## src/rtl/code_decoder_pulser_pkg.sv

```systemverilog
// Shared widths and FSM state encoding for the code_decoder_pulser slice.
package code_decoder_pulser_pkg;

  localparam int CODE_W   = 3;
  localparam int ONEHOT_W = 8;
  localparam int CNT_W    = 8;

  typedef enum logic [1:0] {
    IDLE,
    DRIVE,
    GAP
  } state_e;

endpackage

```

## src/rtl/code_decoder_pulser_if.sv

```systemverilog
// Valid/ready code handshake between an upstream producer and the pulser.
interface code_decoder_pulser_if;
  import code_decoder_pulser_pkg::*;

  logic [CODE_W-1:0] code_in;
  logic              code_valid;
  logic              code_ready;

  modport master (
    output code_in,
    output code_valid,
    input  code_ready
  );

  modport slave (
    input  code_in,
    input  code_valid,
    output code_ready
  );

endinterface

```

## src/rtl/code_decoder_pulser_decode_3to8.sv

```systemverilog
// Combinational 3-to-8 one-hot decoder with enable; output bit index equals the code.
module decode_3to8
  import code_decoder_pulser_pkg::*;
(
  input  logic [CODE_W-1:0]   code,
  input  logic                en,
  output logic [0:ONEHOT_W-1] onehot
);

  always_comb begin
    onehot = '0;
    if (en) begin
      onehot[code] = 1'b1;
    end
  end

endmodule

```

## src/rtl/code_decoder_pulser.sv

```systemverilog
// Sequential 3-to-8 decoder: accepts a code over valid/ready, drives its one-hot
// line for HOLD_CYCLES cycles, then idles GAP_CYCLES cycles before accepting again.
module code_decoder_pulser
  import code_decoder_pulser_pkg::*;
#(
  parameter int unsigned HOLD_CYCLES = 4,
  parameter int unsigned GAP_CYCLES  = 0
) (
  input  logic                      clk,
  input  logic                      rst_n,
  code_decoder_pulser_if.slave      code_if,
  input  logic                      clear,
  output logic [0:ONEHOT_W-1]       eight_output,
  output logic                      V
);

  generate
    if (HOLD_CYCLES < 1 || HOLD_CYCLES > 255 || GAP_CYCLES > 255) begin : g_param_check
      $error("code_decoder_pulser: HOLD_CYCLES must be 1..255 and GAP_CYCLES 0..255");
    end
  endgenerate

  localparam logic [CNT_W-1:0] HOLD_LOAD = CNT_W'(HOLD_CYCLES - 1);
  localparam logic [CNT_W-1:0] GAP_LOAD  = CNT_W'(GAP_CYCLES - 1);

  state_e               state_q, state_d;
  logic [CNT_W-1:0]     cnt_q, cnt_d;
  logic [CODE_W-1:0]    code_q, code_d;
  logic [0:ONEHOT_W-1]  eight_output_q, eight_output_d;
  logic                 v_q, v_d;
  logic                 accept;
  logic                 drive_d;

  // Ready only in IDLE and never alongside clear, so clear always wins over an accept.
  assign code_if.code_ready = (state_q == IDLE) && !clear;
  assign accept             = code_if.code_valid && code_if.code_ready;

  always_comb begin
    state_d = state_q;
    cnt_d   = cnt_q;
    code_d  = code_q;
    if (clear) begin
      state_d = IDLE;
      cnt_d   = '0;
    end else begin
      case (state_q)
        IDLE: begin
          if (accept) begin
            code_d  = code_if.code_in;
            cnt_d   = HOLD_LOAD;
            state_d = DRIVE;
          end
        end
        DRIVE: begin
          if (cnt_q != '0) begin
            cnt_d = cnt_q - 1'b1;
          end else if (GAP_CYCLES == 0) begin
            state_d = IDLE;
          end else begin
            cnt_d   = GAP_LOAD;
            state_d = GAP;
          end
        end
        GAP: begin
          if (cnt_q != '0) begin
            cnt_d = cnt_q - 1'b1;
          end else begin
            state_d = IDLE;
          end
        end
        default: begin
          state_d = IDLE;
          cnt_d   = '0;
        end
      endcase
    end
  end

  // Decode from next-state values so the registered one-hot lines up with the state register.
  assign drive_d = (state_d == DRIVE);
  assign v_d     = drive_d;

  decode_3to8 u_decode (
    .code   (code_d),
    .en     (drive_d),
    .onehot (eight_output_d)
  );

  always_ff @(posedge clk or negedge rst_n) begin
    if (!rst_n) begin
      state_q        <= IDLE;
      cnt_q          <= '0;
      code_q         <= '0;
      eight_output_q <= '0;
      v_q            <= 1'b0;
    end else begin
      state_q        <= state_d;
      cnt_q          <= cnt_d;
      code_q         <= code_d;
      eight_output_q <= eight_output_d;
      v_q            <= v_d;
    end
  end

  assign eight_output = eight_output_q;
  assign V            = v_q;

endmodule

```

## src/flat_wrapper.sv

```systemverilog
// flat-port wrapper written by rule: the top's interface ports become plain ports
module code_decoder_pulser_flat import code_decoder_pulser_pkg::*;
#(
  parameter int unsigned HOLD_CYCLES = 4,
  parameter int unsigned GAP_CYCLES  = 0
)
  (clk, rst_n, clear, eight_output, V, code_if_code_in, code_if_code_valid, code_if_code_ready);
  code_decoder_pulser_if code_if_i ();
  input  logic clk;
  input  logic rst_n;
  input  logic clear;
  output logic [0:ONEHOT_W-1] eight_output;
  output logic V;
  input wire logic [$bits(code_if_i.code_in)-1:0] code_if_code_in;
  input wire logic [$bits(code_if_i.code_valid)-1:0] code_if_code_valid;
  output wire logic [$bits(code_if_i.code_ready)-1:0] code_if_code_ready;
  assign code_if_i.code_in = code_if_code_in;
  assign code_if_i.code_valid = code_if_code_valid;
  assign code_if_code_ready = code_if_i.code_ready;
  code_decoder_pulser #(.HOLD_CYCLES(HOLD_CYCLES), .GAP_CYCLES(GAP_CYCLES)) u_core (.clk(clk), .rst_n(rst_n), .code_if(code_if_i), .clear(clear), .eight_output(eight_output), .V(V));
endmodule
```

## config.mk

```make
export PLATFORM = sky130hd
export DESIGN_NAME = code_decoder_pulser_flat
export DESIGN_NICKNAME = d
export VERILOG_FILES = /design/src/rtl/code_decoder_pulser_pkg.sv /design/src/rtl/code_decoder_pulser_if.sv /design/src/rtl/code_decoder_pulser_decode_3to8.sv /design/src/rtl/code_decoder_pulser.sv /design/src/flat_wrapper.sv
export SDC_FILE = /design/constraint.sdc
export NUM_CORES = 1
export LEC_CHECK = 0
export ABC_CLOCK_PERIOD_IN_PS = 2140
export BUFFER_PORTS_ARGS = -buffer_cell sky130_fd_sc_hd__clkbuf_2
export CAP_MARGIN = 20
export CORE_MARGIN = 4
export CORE_UTILIZATION = 29
export CTS_CLUSTER_DIAMETER = 150
export DETAILED_ROUTE_END_ITERATION = 10
export GPL_TIMING_DRIVEN = 0
export SYNTH_ARGS = -nofsm -noshare
export SYNTH_HDL_FRONTEND = slang
export SYNTH_SLANG_ARGS = --single-unit
```

## constraint.sdc

```tcl
create_clock -name clk -period 2.14 [get_ports clk]
set_input_delay 0.321 -clock clk [delete_from_list [all_inputs] [get_ports clk]]
set_output_delay 0.321 -clock clk [all_outputs]
set_load 0.01 [all_outputs]
```

After elaboration in Yosys (flattened, before gate mapping)
Cells that the tools add are included.
{ "word_totals": {"reg_bits": 22, "latchBits": 0, "ram_bits": 0, "romBits": 0, "in_bits": 7, "output_inout_bits": 10, "wordCells": 36, "memories": 0} }
{ "op_classes": {"addsub": 1, "mul": 0, "div": 0, "magnitude_cmp": 2, "eq_ne": 5, "shifts": 0, "muxes": 14, "bitwise_logic": 1, "reduce_logical": 8} }
{ "op_table": {"columns": ["cell", "count"], "rows": [
  ["8-bit 2-to-1 mux", 4],
  ["8-bit case mux with 2 select lines", 1],
  ["3-bit 2-to-1 mux", 3],
  ["8-bit nonzero test", 1],
  ["8-bit by 1-bit subtractor with 8-bit output (second input constant)", 1],
  ["2-bit 2-to-1 mux", 3],
  ["2-bit by 1-bit == test with 1-bit output (second input constant)", 2],
  ["4-bit greater-or-equal comparator (second input constant)", 1],
  ["4-bit by 1-bit < comparator with 1-bit output (second input constant)", 1],
  ["3-bit NOT with 4-bit output", 1],
  ["2-bit case mux with 2 select lines", 1],
  ["1-bit demux with 3-bit select", 1],
  ["1-bit logical AND", 3],
  ["3-bit by 1-bit != test with 1-bit output (second input constant)", 1],
  ["3-bit by 2-bit != test with 1-bit output (second input constant)", 1],
  ["2-bit == test (second input constant)", 1],
  ["2-bit logical NOT", 1],
  ["2-bit AND reduction", 1],
  ["2-bit OR reduction", 1],
  ["1-bit logical NOT", 1],
  ["1-bit 2-to-1 mux", 1]
]} }

Logic depth before layout (Yosys ltp)
Gate-level depths: netlist of run 1.
{ "depth": {"word_depth": 12, "mapped_depth": 7, "depth_no_buf": 7} }

Modules after synthesis
A second synthesis of run 1 with hierarchy kept.
{ "unflattened": {"cells_unflattened": 103, "hier_area_um2": 1081.0} }
{ "by_module_without_submodules": {"columns": ["module", "instances", "cells_each", "area_each_um2", "seq_area_each_um2"], "rows": [
  ["code_decoder_pulser", 1, 95, 984.7, 550.5],
  ["decode_3to8", 1, 8, 96.3, 0.0]
]} }

Least setup slack after synthesis of run 1
OpenSTA, ideal clock, no wires.
{ "synth_path": {"path_kind": "register to register", "startpoint": "register u_core.state_q[0]", "endpoint": "register u_core.cnt_q[7]", "setup_ps": 79, "t_arrival_ps": 1754, "t_required_ps": 2061, "path_slack_ps": 306, "path_stages_with_launch": 7, "path_buffers": 0, "synth_period_minus_slack_ps": 1834, "path_cell_list": "dfrtp_1 inv_1 ha_1 or3b_2 nand4b_1 or4b_2 a21oi_1"} }
{ "synth_via": {"elab_chain_cells": 5, "elab_cells_between_ends": 11, "classes_between": "eq/ne (4); mux (2); reduce/logical (5)"} }
{ "synth_rtl": {"columns": ["element", "line_no", "text"], "rows": [
  ["start: declaration", "code_decoder_pulser.sv:26", "state_e state_q, state_d;"],
  ["start signal: assignment", "code_decoder_pulser.sv:97", "state_q <= state_d;"],
  ["2-bit logical NOT", "code_decoder_pulser.sv:35, code_decoder_pulser.sv:46", null],
  ["1-bit logical AND", "code_decoder_pulser.sv:35", "assign code_if.code_ready = (state_q == IDLE) && !clear;"],
  ["1-bit logical AND", "code_decoder_pulser.sv:36", "assign accept = code_if.code_valid && code_if.code_ready;"],
  ["3-bit by 2-bit != test with 1-bit output (no source line)", null, null],
  ["2-bit AND reduction (no source line)", null, null],
  ["end signal: assignment", "code_decoder_pulser.sv:98", "cnt_q <= cnt_d;"],
  ["end: declaration", "code_decoder_pulser.sv:27", "logic [CNT_W-1:0] cnt_q, cnt_d;"]
]} }
Several ways; a longest one is shown, not always the timed one.
A chain may end at the register's enable or synchronous reset.

Worst setup path in the final report of run 1
{ "layout_path": {"startpoint": "register u_core.cnt_q[0]", "endpoint": "register u_core.eight_output_q (netlist bit u_core.eight_output[1])"} }
{ "layout_via": {"elab_chain_cells": 6} }
{ "layout_rtl": {"columns": ["element", "line_no", "text"], "rows": [
  ["8-bit nonzero test", "code_decoder_pulser.sv:55, code_decoder_pulser.sv:65", null],
  ["2-bit 2-to-1 mux", "code_decoder_pulser.sv:65", "if (cnt_q != '0) begin"],
  ["2-bit case mux with 2 select lines", "code_decoder_pulser.sv:46", "case (state_q)"],
  ["2-bit 2-to-1 mux", "code_decoder_pulser.sv:42", "if (clear) begin"],
  ["2-bit by 1-bit == test with 1-bit output", "code_decoder_pulser.sv:80", "assign drive_d = (state_d == DRIVE);"],
  ["8-bit 2-to-1 mux", "code_decoder_pulser_decode_3to8.sv:12", "if (en) begin"],
  ["via u_core.eight_output_d, one bit", "code_decoder_pulser.sv:29", "logic [0:ONEHOT_W-1] eight_output_q, eight_output_d;"],
  ["end signal: assignment", "code_decoder_pulser.sv:100", "eight_output_q <= eight_output_d;"],
  ["end: declaration", "code_decoder_pulser.sv:29", null]
]} }
The timed path passes the listed nets, and every way through them passes these cells.

==> results of run 1 <==
-- per-stage QoR --
stage	std cells	setup TNS, ns	hold slack, ns	util [%]
3_5_place_dp	167	0	0.3413	35.14
2_1_floorplan	105	0	0.02541	-
5_1_grt	172	-0.06578	0.06822	37.77
6_report	172	0	0.02389	37.77
3_3_place_gp	167	0	0.3226	35.14
4_1_cts	171	0	0.05418	37.19
-- worst min path at each step --
stage,start,to,slack (ns),cells after the start
final,rst_n,u_core.cnt_q[3],0.02,1
after global placement,rst_n,u_core.cnt_q[3],0.32,1
after global routing,rst_n,u_core.cnt_q[1],0.07,1
after floorplan,rst_n,u_core.V,0.03,0
after detailed placement,rst_n,u_core.cnt_q[3],0.34,1
after CTS,rst_n,u_core.cnt_q[3],0.05,1
-- area by class of cell --
| type | instances | area, um^2 |
|---|---|---|
| Buffer | 2 | 16.27 |
| Timing Repair Buffer | 17 | 87.58 |
| Clock buffer | 3 | 41.29 |
| Sequential cell | 22 | 550.5 |
| Fill cell | 376 | 2158 |
| Multi-Input combinational cell | 71 | 489.2 |
| Inverter | 10 | 37.54 |
| Clock inverter | 1 | 30.03 |
| Tap cell | 46 | 57.56 |
-- sequential cells by signal, summed over array words and instances (netlist names) --
register and cells:
u_core.code_q 3, u_core.eight_output 8, u_core.cnt_q 8, u_core.state_q 2
u_core.V 1
-- power breakdown --
part	switching, mW	internal, mW
sequential	0.0288	0.459
combinational	0.167	0.110
clock	0.136	0.250
-- placed cells by master, fill, tap and decap left out --
cell,n
dfrtp_1,22
clkbuf_2,16
inv_1,10
nand2_1,9
nor2_1,7
a21oi_1,7
o21ai_0,7
nor4_1,5
or3_1,4
ha_1,4
mux2i_1,3
clkbuf_8,3
nand2b_1,2
or3b_2,2
nor4_2,2
nor3_1,2
nor2b_1,2
o41ai_1,2
nand3b_1,1
or4_4,1
o21ai_2,1
a21oi_2,1
a2111o_1,1
buf_2,1
nand3_1,1
o31ai_4,1
buf_6,1
or2_0,1
a21boi_0,1
nand4b_1,1
o41a_1,1
o21ba_1,1
or4b_2,1
bufinv_16,1
buf_4,1
-- kinds of logic (layout without fill, tap and decap cells) --
logic type,count (synthesis),in the layout,share of synthesized area (%)
buf+inv,12,33,4.977
flops,22,22,50.93
simple gates,41,41,21.30
compound gates,23,23,15.39
fa+ha+maj,4,4,4.630
mux,3,3,2.778
-- metal layers --
| layer | routed length (um) | global-route usage, % | vias to the layer above |
|---|---|---|---|
| met5 | 0 | 0 | - |
| li1 | - | - | 420 |
| met2 | 1151 | 16.84 | 13 |
| met4 | 0 | 1.952 | 0 |
| met1 | 1050 | 12.47 | 441 |
| met3 | 55 | 2.035 | 0 |
-- timing repair --
item	CTS	global route
setup endpoints to repair	0	6
resized for setup	0	2
hold buffers	0	0
setup buffers	0	1
==> impl_metrics.toml, run 1 <==
[status]
status = "finished, final reports clean"

[logic_synthesis]
ys_ff_latch = 22
ys_warn_count = 0
synth_top_cells_by_area = "dfrtp_1, ha_1, nor4_1, inv_1, a21oi_1"
avgSynthCellArea_um2 = 10.30
yosysTopAreaCellShare_pct = 50.93
synth-edff-count = 0
synth_top_area_cell = "dfrtp_1"
netlist_top_cells_count = "dfrtp_1, inv_1, nand2_1"
yosys.cell_types.count = 30
seq_area_frac_synth_pct = 50.93
synth_area_um2 = 1081
synth_nets = 116
ys.flop_type = "dfrtp_1"
async_flop_share_pct = 100.0
yosysMostFrequentCell = "dfrtp_1"
syn_inst = 105

[cells_and_area]
syn_to_final_growth_pct = 21.18
fin_area_um2 = 1310
antenna_cells = 0
drive_gt1_share_pct = 25.40
nets = 138

[cts]
cts_sinks = 22
cts_buffers = 3
cts.path.max_buffers = 2
cts_tree = "built"
clk_pin_slew_ns = 0.08
cts_max_level = 1
clk_latency_ns = 0.26
cts-root-buf = "clkbuf_8"

[critical_path]
crit_required_ns = 2.29
critPathMaxFanout = 10
critPathBufInv = 2
max_stage_delay_ns = 0.40
reg2reg_to = "u_core.eight_output[1]"
reg2reg_slack_ns = 0.07
cp_top_family = "simple AND/OR/NAND/NOR gates"
path_depth = 7
crit_end = "u_core.eight_output[1]"
r2r-start = "u_core.cnt_q[0]"
ff2ff_path_depth = 7
crit_chain = "inv_1 > ha_1 > or3b_2 > o21ai_2 > a2111o_1 > buf_2 > nor4_1"
cp.arrival_ns = 2.22
worstSetupStartpointType = "flop"
path_class = "flop to flop"
end_kind = "flop"
cp_slowest_cell = "dfrtp_1"
cp-startpoint = "u_core.cnt_q[0]"

[routing]
routed_wl_um = 2257
avgRoutedWirePerCell_um = 13.12
vias = 874
postRouteAntennaNets = 0
drt_iter0_drc = 29
dr.pass1.iters = 4
drcViolationCount = 0
via_per_inst = 5.081

[placed_design]
dp_slack_ns = 0.1138
gp_congestion = 0.8245
dpl.hpwl_um = 1646
post_dp_cell_area_um2 = 1219
io_buffers = 16

[floorplan]
start_util_pct = 31.17
row_count = 21
die_y_um = 69.06
fp.dieW_um = 69.06
io_pins = 17
die_area_um2 = 4769
core_region_area_um2 = 3468

[timing]
tightest_slew_ns = 0.6893
relSlewSlack_pct = 53.64
layout_setup_ws_ns = 0.07326
period_share_pct = 96.58
clock.fmax_mhz = 483.9
fin_crit_ns = 2.067
maxSlewViolCount = 0
skew_ns = 0.002455
setup_viol = 0
rsz0062_at_grt = "yes"
finalHoldViolations = 0

[worst_hold_path]
min_path_type = "input pin to async pin"

[run]
max_cap_violations = 0

[power]
ir_drop_v = 0.0004119
p_per_area_nw_per_um2 = 878.0
power_mw = 1.150
leakage_nw = 0.6346

[grt]
grt_max_degree = 23
grt_pass1_wl_um = 3933
grt_overflow_total = 0
antenna_found_initial = 0
gr-usage-all-layers_pct = 9.726
first_global_vias = 874
Power figures use the tool's default switching activity.
==> run 2, diff against run 1 <==
--- a/config.mk
+++ b/config.mk
@@ -8,7 +8,6 @@
 export ABC_CLOCK_PERIOD_IN_PS = 2140
 export BUFFER_PORTS_ARGS = -buffer_cell sky130_fd_sc_hd__clkbuf_2
 export CAP_MARGIN = 20
-export CORE_MARGIN = 4
 export CORE_UTILIZATION = 29
 export CTS_CLUSTER_DIAMETER = 150
 export DETAILED_ROUTE_END_ITERATION = 10
==> run 2 against run 1 <==
  * Sequential share of layout area is 0.65 points higher
  * Cell area is 1.5% lower
  * Flip-flop and latch count stayed put
  * Largest cell class unchanged
  * Global-route usage is 1.9 points higher
  * Count of clock-buffer cells in the layout stayed put
  * Worst setup slack better by 0.036 ns
  * Largest power group unchanged
  * Power is 1.8% lower
  * Via count is 4.9% lower
==> impl_metrics.toml, run 2 (synthesis gave the netlist of run 1 again) <==
[status]
status = "finished, final reports clean"

[timing]
period_share_pct = 94.89
finalHoldViolations = 0
tightest_slew_ns = 0.7303
maxSlewViolCount = 0
rsz0062_at_grt = "yes"
relSlewSlack_pct = 50.87
holdWs_ns = 0.02823
fin_crit_ns = 2.031
clock.fmax_mhz = 492.4
layout_setup_ws_ns = 0.1093
skew_ns = 0.005565
setup_viol = 0

[floorplan]
start_util_pct = 31.41
row_count = 21
die_y_um = 63.06
core_region_area_um2 = 3442
io_pins = 17
die_area_um2 = 3976
fp.dieW_um = 63.06

[cells_and_area]
nets = 137
antenna_cells = 0
drive_gt1_share_pct = 23.20
syn_to_final_growth_pct = 19.33
fin_area_um2 = 1290
instances_no_fill = 171
mostFrequentLayoutCell = "dfrtp_1"
final_cell_mix = "dfrtp_1, clkbuf_2, inv_1"

[cts]
hold_buffers = 0
clk_pin_slew_ns = 0.08
cts_sinks = 22
cts_setup_buffers = 0
cts_resized = 0
cts_buffers = 3
cts-root-buf = "clkbuf_8"
cts_max_level = 1
cts.path.max_buffers = 2
clk_latency_ns = 0.26
cts_tree = "built"

[critical_path]
ff2ff_path_depth = 7
crit_end = "u_core.eight_output[3]"
r2r-start = "u_core.cnt_q[0]"
path_class = "flop to flop"
cp.arrival_ns = 2.18
worstSetupStartpointType = "flop"
cp-startpoint = "u_core.cnt_q[0]"
critPathMaxFanout = 10
reg2reg_slack_ns = 0.11
end_kind = "flop"
crit_required_ns = 2.29
reg2reg_to = "u_core.eight_output[3]"

[grt]
grt_max_degree = 23
grt_pass1_wl_um = 3698
first_global_vias = 822
gr-usage-all-layers_pct = 11.64
antenna_found_initial = 0
grt_overflow_total = 0

[placed_design]
post_dp_cell_area_um2 = 1219
gp_congestion = 0.7538
dpl.hpwl_um = 1505
dp_slack_ns = 0.1299
io_buffers = 16
dp.cells = 167

[power]
p_per_area_nw_per_um2 = 875.2
leakage_nw = 0.6293
ir_drop_v = 0.0003955
power_mw = 1.129

[worst_hold_path]
min_path_type = "input pin to async pin"

[routing]
postRouteAntennaNets = 0
dr.pass1.iters = 4
drcViolationCount = 0
vias = 831
drt_iter0_drc = 47
routed_wl_um = 1965
via_per_inst = 4.860
avgRoutedWirePerCell_um = 11.49

[run]
max_cap_violations = 0
run 2: area by class of cell:
class	instances	area [um^2]
Clock inverter	1	30.03
Fill cell	358	2152
Timing Repair Buffer	16	80.08
Buffer	2	16.27
Multi-Input combinational cell	71	476.7
Sequential cell	22	550.5
Clock buffer	3	41.29
Inverter	10	37.54
Tap cell	46	57.56
run 2: worst min-delay path by stage:
stage / depth (start not counted) / endpoint
CTS: 1 / u_core.cnt_q[1]
detailed placement: 1 / u_core.cnt_q[3]
finish: 1 / u_core.cnt_q[1]
global route: 1 / u_core.eight_output[5]
floorplan: 0 / u_core.V
global placement: 1 / u_core.cnt_q[3]
run 2: per-stage QoR:
step / setup TNS, ns / utilization [%]
after global routing: -0.02291 / 37.48
after CTS: 0 / 37.48
after global placement: 0 / 35.41
after detailed placement: 0 / 35.41
after floorplan: 0 / -
final: 0 / 37.48
run 2: worst max-delay path, stage by stage, from the launching register on:
cell and delay [ns]:
dfrtp_1 0.40, inv_1 0.10, ha_1 0.20, or3b_2 0.26, o21ai_2 0.08, a2111o_1 0.40, buf_2 0.18, nor4_1 0.31
run 2: layer usage:
metal	part of all wire, %	vias up	GRT usage (%)
met5	0	-	0
met4	0.31	0	2.616
met3	3.2	2	3.986
met2	47	13	18.68
met1	50	398	14.97
li1	-	418	-
run 2: power by group:
group	internal [mW]	leakage (nW)	switching (mW)
Sequential	0.459	0.293	0.0278
Clock	0.250	0.0357	0.133
Combinational	0.103	0.301	0.156
Total	0.812	0.629	0.317
